==> config.mk <==
export PLATFORM = sky130hd
export DESIGN_NAME = ucsbece154a_mc_controller
export DESIGN_NICKNAME = d
export VERILOG_FILES = /design/src/rtl/ucsbece154a_defines.sv /design/src/rtl/ucsbece154a_aludec.sv /design/src/rtl/ucsbece154a_mc_controller.sv
export SDC_FILE = /design/constraint.sdc
export NUM_CORES = 1
export LEC_CHECK = 0
export BUFFER_PORTS_ARGS = -buffer_cell sky130_fd_sc_hd__buf_4
export CAP_MARGIN = 5
export CORE_MARGIN = 10
export CORE_UTILIZATION = 45
export DETAILED_ROUTE_END_ITERATION = 7
export PLACE_DENSITY = 0.91
export SYNTH_ARGS = -nofsm -noshare
export SYNTH_HDL_FRONTEND = slang
export SYNTH_SLANG_ARGS = --single-unit
==> constraint.sdc <==
create_clock -name clk -period 4.45 [get_ports clk]
set_input_delay 0.89 -clock clk [delete_from_list [all_inputs] [get_ports clk]]
set_output_delay 0.89 -clock clk [all_outputs]
set_load 0.05 [all_outputs]
==> src/rtl/ucsbece154a_defines.sv <==
// Shared encodings for the multicycle RV32I controller: states, opcodes and datapath select codes.
package ucsbece154a_defines;

  localparam int unsigned STATE_W = 4;

  typedef enum logic [STATE_W-1:0] {
    FETCH    = 4'd0,
    DECODE   = 4'd1,
    MEMADR   = 4'd2,
    MEMREAD  = 4'd3,
    MEMWB    = 4'd4,
    MEMWRITE = 4'd5,
    EXECUTER = 4'd6,
    EXECUTEI = 4'd7,
    ALUWB    = 4'd8,
    BEQ      = 4'd9,
    JAL      = 4'd10,
    LUI      = 4'd11
  } statetype_t;

  localparam logic [6:0] OP_LW  = 7'b0000011;
  localparam logic [6:0] OP_SW  = 7'b0100011;
  localparam logic [6:0] OP_R   = 7'b0110011;
  localparam logic [6:0] OP_I   = 7'b0010011;
  localparam logic [6:0] OP_JAL = 7'b1101111;
  localparam logic [6:0] OP_BR  = 7'b1100011;
  localparam logic [6:0] OP_LUI = 7'b0110111;

  typedef enum logic [1:0] {
    ALUOP_ADD   = 2'b00,
    ALUOP_SUB   = 2'b01,
    ALUOP_FUNCT = 2'b10
  } aluop_t;

  localparam logic [2:0] ALU_ADD = 3'b000;
  localparam logic [2:0] ALU_SUB = 3'b001;
  localparam logic [2:0] ALU_AND = 3'b010;
  localparam logic [2:0] ALU_OR  = 3'b011;
  localparam logic [2:0] ALU_SLT = 3'b101;

  localparam logic [1:0] RES_ALUOUT    = 2'b00;
  localparam logic [1:0] RES_DATA      = 2'b01;
  localparam logic [1:0] RES_ALURESULT = 2'b10;
  localparam logic [1:0] RES_IMMEXT    = 2'b11;

  localparam logic [1:0] SRCA_PC    = 2'b00;
  localparam logic [1:0] SRCA_OLDPC = 2'b01;
  localparam logic [1:0] SRCA_RD1   = 2'b10;

  localparam logic [1:0] SRCB_RD2  = 2'b00;
  localparam logic [1:0] SRCB_IMM  = 2'b01;
  localparam logic [1:0] SRCB_FOUR = 2'b10;

  localparam logic [2:0] IMM_I = 3'b000;
  localparam logic [2:0] IMM_S = 3'b001;
  localparam logic [2:0] IMM_B = 3'b010;
  localparam logic [2:0] IMM_J = 3'b011;
  localparam logic [2:0] IMM_U = 3'b100;

endpackage

==> src/rtl/ucsbece154a_aludec.sv <==
// Combinational ALU decoder: maps ALUOp plus instruction funct fields to an ALU operation.
module ucsbece154a_aludec
  import ucsbece154a_defines::*;
(
  input  aluop_t     aluop_i,
  input  logic [2:0] funct3_i,
  input  logic       op5_i,
  input  logic       funct7b5_i,
  output logic [2:0] alucontrol_c
);

  always_comb begin
    alucontrol_c = ALU_ADD;
    case (aluop_i)
      ALUOP_ADD: alucontrol_c = ALU_ADD;
      ALUOP_SUB: alucontrol_c = ALU_SUB;
      ALUOP_FUNCT: begin
        case (funct3_i)
          3'b000:  alucontrol_c = (op5_i & funct7b5_i) ? ALU_SUB : ALU_ADD;
          3'b010:  alucontrol_c = ALU_SLT;
          3'b110:  alucontrol_c = ALU_OR;
          3'b111:  alucontrol_c = ALU_AND;
          default: alucontrol_c = ALU_ADD;
        endcase
      end
      default: alucontrol_c = ALU_ADD;
    endcase
  end

endmodule

==> src/rtl/ucsbece154a_mc_controller.sv <==
// Multicycle control unit: Moore main FSM, immediate decode and ALU decoder for a shared-memory datapath.
module ucsbece154a_mc_controller
  import ucsbece154a_defines::*;
(
  input  logic       clk,
  input  logic       reset,
  input  logic [6:0] op_i,
  input  logic [2:0] funct3_i,
  input  logic       funct7b5_i,
  input  logic       zero_i,
  output logic       PCWrite_o,
  output logic       AdrSrc_o,
  output logic       MemWrite_o,
  output logic       IRWrite_o,
  output logic       RegWrite_o,
  output logic [1:0] ResultSrc_o,
  output logic [1:0] ALUSrcA_o,
  output logic [1:0] ALUSrcB_o,
  output logic [2:0] ALUControl_o,
  output logic [2:0] ImmSrc_o,
  output logic [3:0] state_o
);

  statetype_t state_q, state_d;
  aluop_t     aluop_c;
  logic       pcupdate_c, branch_c, irwrite_c, regwrite_c, memwrite_c;

  always_ff @(posedge clk or negedge reset) begin
    if (!reset) state_q <= FETCH;
    else        state_q <= state_d;
  end

  always_comb begin
    state_d     = FETCH;
    aluop_c     = ALUOP_ADD;
    pcupdate_c  = 1'b0;
    branch_c    = 1'b0;
    irwrite_c   = 1'b0;
    regwrite_c  = 1'b0;
    memwrite_c  = 1'b0;
    AdrSrc_o    = 1'b0;
    ResultSrc_o = RES_ALUOUT;
    ALUSrcA_o   = SRCA_PC;
    ALUSrcB_o   = SRCB_RD2;
    case (state_q)
      FETCH: begin
        state_d     = DECODE;
        irwrite_c   = 1'b1;
        pcupdate_c  = 1'b1;
        ALUSrcB_o   = SRCB_FOUR;
        ResultSrc_o = RES_ALURESULT;
      end
      DECODE: begin
        case (op_i)
          OP_LW, OP_SW: state_d = MEMADR;
          OP_R:         state_d = EXECUTER;
          OP_I:         state_d = EXECUTEI;
          OP_JAL:       state_d = JAL;
          OP_BR:        state_d = BEQ;
          OP_LUI:       state_d = LUI;
          default:      state_d = FETCH;
        endcase
        // Branch target is precomputed here from OldPC + ImmExt
        ALUSrcA_o = SRCA_OLDPC;
        ALUSrcB_o = SRCB_IMM;
      end
      MEMADR: begin
        state_d   = op_i[5] ? MEMWRITE : MEMREAD;
        ALUSrcA_o = SRCA_RD1;
        ALUSrcB_o = SRCB_IMM;
      end
      MEMREAD: begin
        state_d  = MEMWB;
        AdrSrc_o = 1'b1;
      end
      MEMWRITE: begin
        AdrSrc_o   = 1'b1;
        memwrite_c = 1'b1;
      end
      MEMWB: begin
        ResultSrc_o = RES_DATA;
        regwrite_c  = 1'b1;
      end
      EXECUTER: begin
        state_d   = ALUWB;
        ALUSrcA_o = SRCA_RD1;
        aluop_c   = ALUOP_FUNCT;
      end
      EXECUTEI: begin
        state_d   = ALUWB;
        ALUSrcA_o = SRCA_RD1;
        ALUSrcB_o = SRCB_IMM;
        aluop_c   = ALUOP_FUNCT;
      end
      ALUWB: regwrite_c = 1'b1;
      JAL: begin
        state_d    = ALUWB;
        ALUSrcA_o  = SRCA_OLDPC;
        ALUSrcB_o  = SRCB_FOUR;
        pcupdate_c = 1'b1;
      end
      BEQ: begin
        ALUSrcA_o = SRCA_RD1;
        aluop_c   = ALUOP_SUB;
        branch_c  = 1'b1;
      end
      LUI: begin
        ResultSrc_o = RES_IMMEXT;
        regwrite_c  = 1'b1;
      end
      default: state_d = FETCH;
    endcase
  end

  // Enables are gated by reset directly so an abort suppresses writes without waiting for an edge
  assign PCWrite_o  = reset & (pcupdate_c | (branch_c & (zero_i ^ funct3_i[0])));
  assign IRWrite_o  = reset & irwrite_c;
  assign RegWrite_o = reset & regwrite_c;
  assign MemWrite_o = reset & memwrite_c;
  assign state_o    = 4'(state_q);

  always_comb begin
    ImmSrc_o = IMM_I;
    case (op_i)
      OP_SW:   ImmSrc_o = IMM_S;
      OP_BR:   ImmSrc_o = IMM_B;
      OP_JAL:  ImmSrc_o = IMM_J;
      OP_LUI:  ImmSrc_o = IMM_U;
      default: ImmSrc_o = IMM_I;
    endcase
  end

  ucsbece154a_aludec u_aludec (
    .aluop_i     (aluop_c),
    .funct3_i    (funct3_i),
    .op5_i       (op_i[5]),
    .funct7b5_i  (funct7b5_i),
    .alucontrol_c(ALUControl_o)
  );

endmodule

Word-level counts from Yosys, hierarchy flattened
Index checks and enable logic that the tools add are counted.
{ "op_classes": {"n_addsub": 0, "mul": 0, "n_div": 0, "magnitude_cmp": 0, "n_eq_ne": 23, "shifts": 0, "mux": 17, "n_bitwise": 8, "reduce_logical": 11} }
{ "ops": {"columns": ["cell", "count"], "rows": [
  ["3-bit case mux with 4 select lines", 2],
  ["4-bit case mux with 6 select lines", 1],
  ["7-bit by 6-bit == test with 1-bit output, second input constant", 3],
  ["4-bit case mux with 5 select lines", 1],
  ["4-bit by 3-bit == test with 1-bit output, second input constant", 4],
  ["4-bit == test, second input constant", 4],
  ["7-bit == test, second input constant", 2],
  ["2-bit case mux with 2 select lines", 3],
  ["2-bit OR reduction", 5],
  ["3-bit OR reduction", 3],
  ["4-bit by 2-bit == test with 1-bit output, second input constant", 2],
  ["7-bit by 2-bit == test with 1-bit output, second input constant", 1],
  ["7-bit by 5-bit == test with 1-bit output, second input constant", 1],
  ["1-bit 2-to-1 mux", 7],
  ["1-bit bitwise AND", 6],
  ["3-bit == test, second input constant", 2],
  ["2-bit case mux with 3 select lines", 1],
  ["3-bit case mux with 2 select lines", 1],
  ["4-bit by 1-bit == test with 1-bit output, second input constant", 1],
  ["4-bit zero test", 1],
  ["4-bit OR reduction", 1],
  ["3-bit by 2-bit == test with 1-bit output, second input constant", 1],
  ["3-bit zero test", 1],
  ["3-bit 2-to-1 mux", 1],
  ["4 further kinds", 4]
]} }
{ "totals": {"ff_bits": 4, "latch_bits": 0, "ram_bits": 0, "romBits": 0, "elab_cells": 60, "memories": 0} }

Longest topological paths before layout
{ "logic_depth": {"depth_word": 5, "depth_mapped": 7} }

By module
From an unflattened synthesis, not the netlist that was laid out.
{ "unflattened": {"cells_unflattened": 90, "area_unflattened_um2": 691.9} }
{ "modules_own_cells": {"columns": ["module", "instances", "cells_each", "area_per_inst_um2", "seq_area_each_um2"], "rows": [
  ["ucsbece154a_mc_controller", 1, 79, 595.6, 100.1],
  ["ucsbece154a_aludec", 1, 11, 96.3, 0.0]
]} }

Least setup slack after synthesis
Ideal clock, no wire load.
{ "synth_timing": {"path_kind": "flip-flop to output port", "from": "register state_q[1], in the netlist state_o[1]", "to": "output port ALUControl_o[2]", "arrival_ps": 2826, "slack_ps": 734, "stages_incl_launch_ff": 6, "n_path_buf": 0, "path_cell_list": "dfrtp_1 nor2b_1 nand2_1 inv_1 ha_1 nor4_1"} }
{ "synth_via": {"elab_chain_len": 5, "word_cells_on_any_way": 8, "cone_classes": "eq/ne: 5; mux: 2; reduce/logical: 1"} }
{ "synth_rtl": {"columns": ["item", "line", "rtl"], "rows": [
  ["start, declared", "ucsbece154a_mc_controller.sv:24", "statetype_t state_q, state_d;"],
  ["start signal, assigned", "ucsbece154a_mc_controller.sv:30", "else state_q <= state_d;"],
  ["4-bit by 3-bit == test with 1-bit output", "ucsbece154a_mc_controller.sv:45", "case (state_q)"],
  ["2-bit OR reduction (no source line)", null, null],
  ["2-bit case mux with 2 select lines (*)", "ucsbece154a_mc_controller.sv:45", null],
  ["2-bit == test or 2-bit by 1-bit == test with 1-bit output (tied branches)", "ucsbece154a_aludec.sv:14", "case (aluop_i)"],
  ["3-bit case mux with 2 select lines (*)", "ucsbece154a_aludec.sv:14", null],
  ["end, declared", "ucsbece154a_mc_controller.sv:19", "output logic [2:0] ALUControl_o,"]
]} }
Mark *: on every way between the ends. The rest lies on a longest branch, timed or not.

Worst setup path in the final report
{ "layout_timing": {"from": "register state_q[1], in the netlist state_o[1]", "to": "output port ALUControl_o[0]"} }
The elaborated chain is that of the path after synthesis.

==> results.cfg <==
[yosys]
yosysTopAreaCell = dfrtp_1
synth-seq-cells = 4
synth_ff_type = dfrtp_1
yosys_warnings = 0
ys_seq_area_frac = 0.160
synthTopCellsByArea = dfrtp_1 16%, nor2b_1 6.0%, nand3_1 5.6%
synthArstFlopShare = 1.00
syn_area_per_cell_um2 = 7.21
syn-num-nets = 103
synth_area_um2 = 627
synth-edff-count = 0
netlist_instances = 87
synth_cell_type_count = 38
yosys.area.top_type_share = 0.160

[power]
combPwrFrac = 0.600
pwr-share-seq = 0.209
switching_share = 0.523
intPower_uw = 122
power.switching_uw = 134
p_clk_frac = 0.192
p_leak_nw = 0.441
ir_drop_v = 0.000304
power_density_nw_per_um2 = 288
power.total_uw = 256

[critical_path]
path_cells = nor2b_1, nand2_1, inv_1, ha_1, nor2b_1, o21ai_0, a21oi_1, buf_4
slowest_stage = dfrtp_1
path_common_cell = nor2b_1
r2r.worst_path.cells = 3
cp.buffers_inverters = 2
cpLargestDelayFamily = flip-flops
slowest_delay_ps = 620
cp-start-kind = flip-flop
r2r_end = state_o[3]$_DFF_PN0_
crit_required_ps = 3560
crit_fanout = 16
crit_type = flip-flop to primary output
r2r_slack_ps = 3090
worstPathArrival_ps = 2070
timing.rr.start = state_o[0]$_DFF_PN0_
end_kind = primary output

[run]
maxCapViolCount = 0

[timing]
worst_slew_pin_slew_ps = 521
finalSetupTns_ps = 0
hold_viol = 0
rsz0062_at_grt = false
min_period_ps = 2960
setup_viol = 0
fmax_mhz = 338
skew_ps = 3.76
slew_viol_final = 0
slew_headroom = 0.653
min_period_over_period = 0.666

[drt]
antenna_left = 0
viasPerCell = 5.82
dr.pass1.iters = 4
routedWlPerCell_um = 14.7
drt_iter0_drc = 33
drc = 0
dr_total_vias = 780
routed_wl_um = 1970

[finish]
antenna_cells = 0
syn_to_final_growth_pct = 41.9
nets = 137
drive_gt1_frac = 0.353
layout_commonest_cell = buf_4
layout_common_cells = 34 x buf_4, 8 x nand2_1, 7 x nand3_1, 6 x nor2b_1, 6 x o21ai_0
largest_reg_flops = 4

[clocking]
cts.sinks = 4
cts_resized = 0
cts_buffer_depth = 2
cts_tree = done
cts.reportedPaths.clkPinSlew_ps = 40
cts_root_buf = clkbuf_4
cts_setup_buffers = 0
cts_buffers = 3
cts_hold_buf = 0
htree_levels = 1
clock_latency_ps = 250

[floorplanning]
initial_core_util = 0.482
ioPinCount = 35
dieWidth_um = 57.3
dieArea_um2 = 3290
rows = 13
core_area_um2 = 1300
die_h_um = 57.3

[global_routing]
grtUsageTotal = 0.113
grt_pass1_wl_um = 3120
grt_pass1_vias = 719
grt_antenna_before_repair = 0
grt_max_degree = 18
grt_overflow = 0

[placement]
portBuffers = 34
gp_congestion = 0.774
dpl.hpwl_um = 1580

[outcome]
status = finished clean

[hold_path]
min_path_type = input pin to async pin
[stage by stage]
step / worst slack [ps] / cells / instance area (um^2) / hold slack [ps] / util
finish: 1490 / 134 / 890 / 440 / 0.684
floorplan: 734 / 87 / 627 / 594 / -
global route: 1260 / 134 / 890 / 436 / 0.684
detailed placement: 1690 / 131 / 867 / 700 / 0.666
global placement: 1720 / 131 / 867 / 700 / 0.666
CTS: 1490 / 134 / 890 / 442 / 0.684
[worst reg2reg max path: cells and delay by family, from the launching register on]
family / cells / cell delay [ps]
compound gates: 2 / 300
simple gates: 1 / 300
flops: 1 / 660
[power by group through the flow]
stage / logic [mW] / clock network (mW) / registers [mW]
after global routing: 0.163 / 0.0521 / 0.0546
after global placement: 0.152 / 0 / 0.0530
after floorplan: 0.103 / 0 / 0.0558
after CTS: 0.155 / 0.0494 / 0.0528
after detailed placement: 0.154 / 0 / 0.0535
final: 0.153 / 0.0491 / 0.0533
[cell type report]
class | count | area [um^2]
tap | 15 | 18.8
timing repair buffer | 34 | 255
sequential | 4 | 100
inverter | 5 | 18.8
multi-input combinational | 73 | 474
clock buffer | 3 | 22.5
fill | 119 | 412
[worst max path at each step]
stage                          from         endpoint  slack [ps]  cells past startpoint
3_5_place_dp                op_i[3]      ImmSrc_o[0]        1690                      4
4_1_cts        state_o[1]$_DFF_PN0_  ALUControl_o[0]        1490                      8
5_1_grt        state_o[1]$_DFF_PN0_  ALUControl_o[0]        1260                      8
6_report       state_o[1]$_DFF_PN0_  ALUControl_o[0]        1490                      8
2_1_floorplan  state_o[1]$_DFF_PN0_  ALUControl_o[2]         730                      5
3_3_place_gp                op_i[3]      ImmSrc_o[0]        1720                      4
[routing by layer]
metal / wire [um] / track usage
met1: 763 / 0.119
met2: 1030 / 0.206
met4: 38 / 0.0403
met3: 132 / 0.0354
met5: 0 / 0
[synth_stat cells (2+ instances only)]
library cell,count
a21oi_1,5
and3_1,3
and3b_1,2
buf_2,3
dfrtp_1,4
ha_1,2
inv_1,4
nand2_1,8
nand3_1,7
nor2_1,5
nor2b_1,6
nor3_1,2
nor3b_1,4
o21ai_0,6
xnor2_1,3
[kinds of logic after synthesis]
family	after synthesis	share of synthesized area
AO/OA/AOI/OAI	20	0.208
AND/OR/NAND/NOR	47	0.453
flip-flops	4	0.160
adder cells (fa/ha/maj)	2	0.0399
XOR/XNOR	4	0.0559
buffers and inverters	10	0.0838
(Power assumes the default switching activity.)
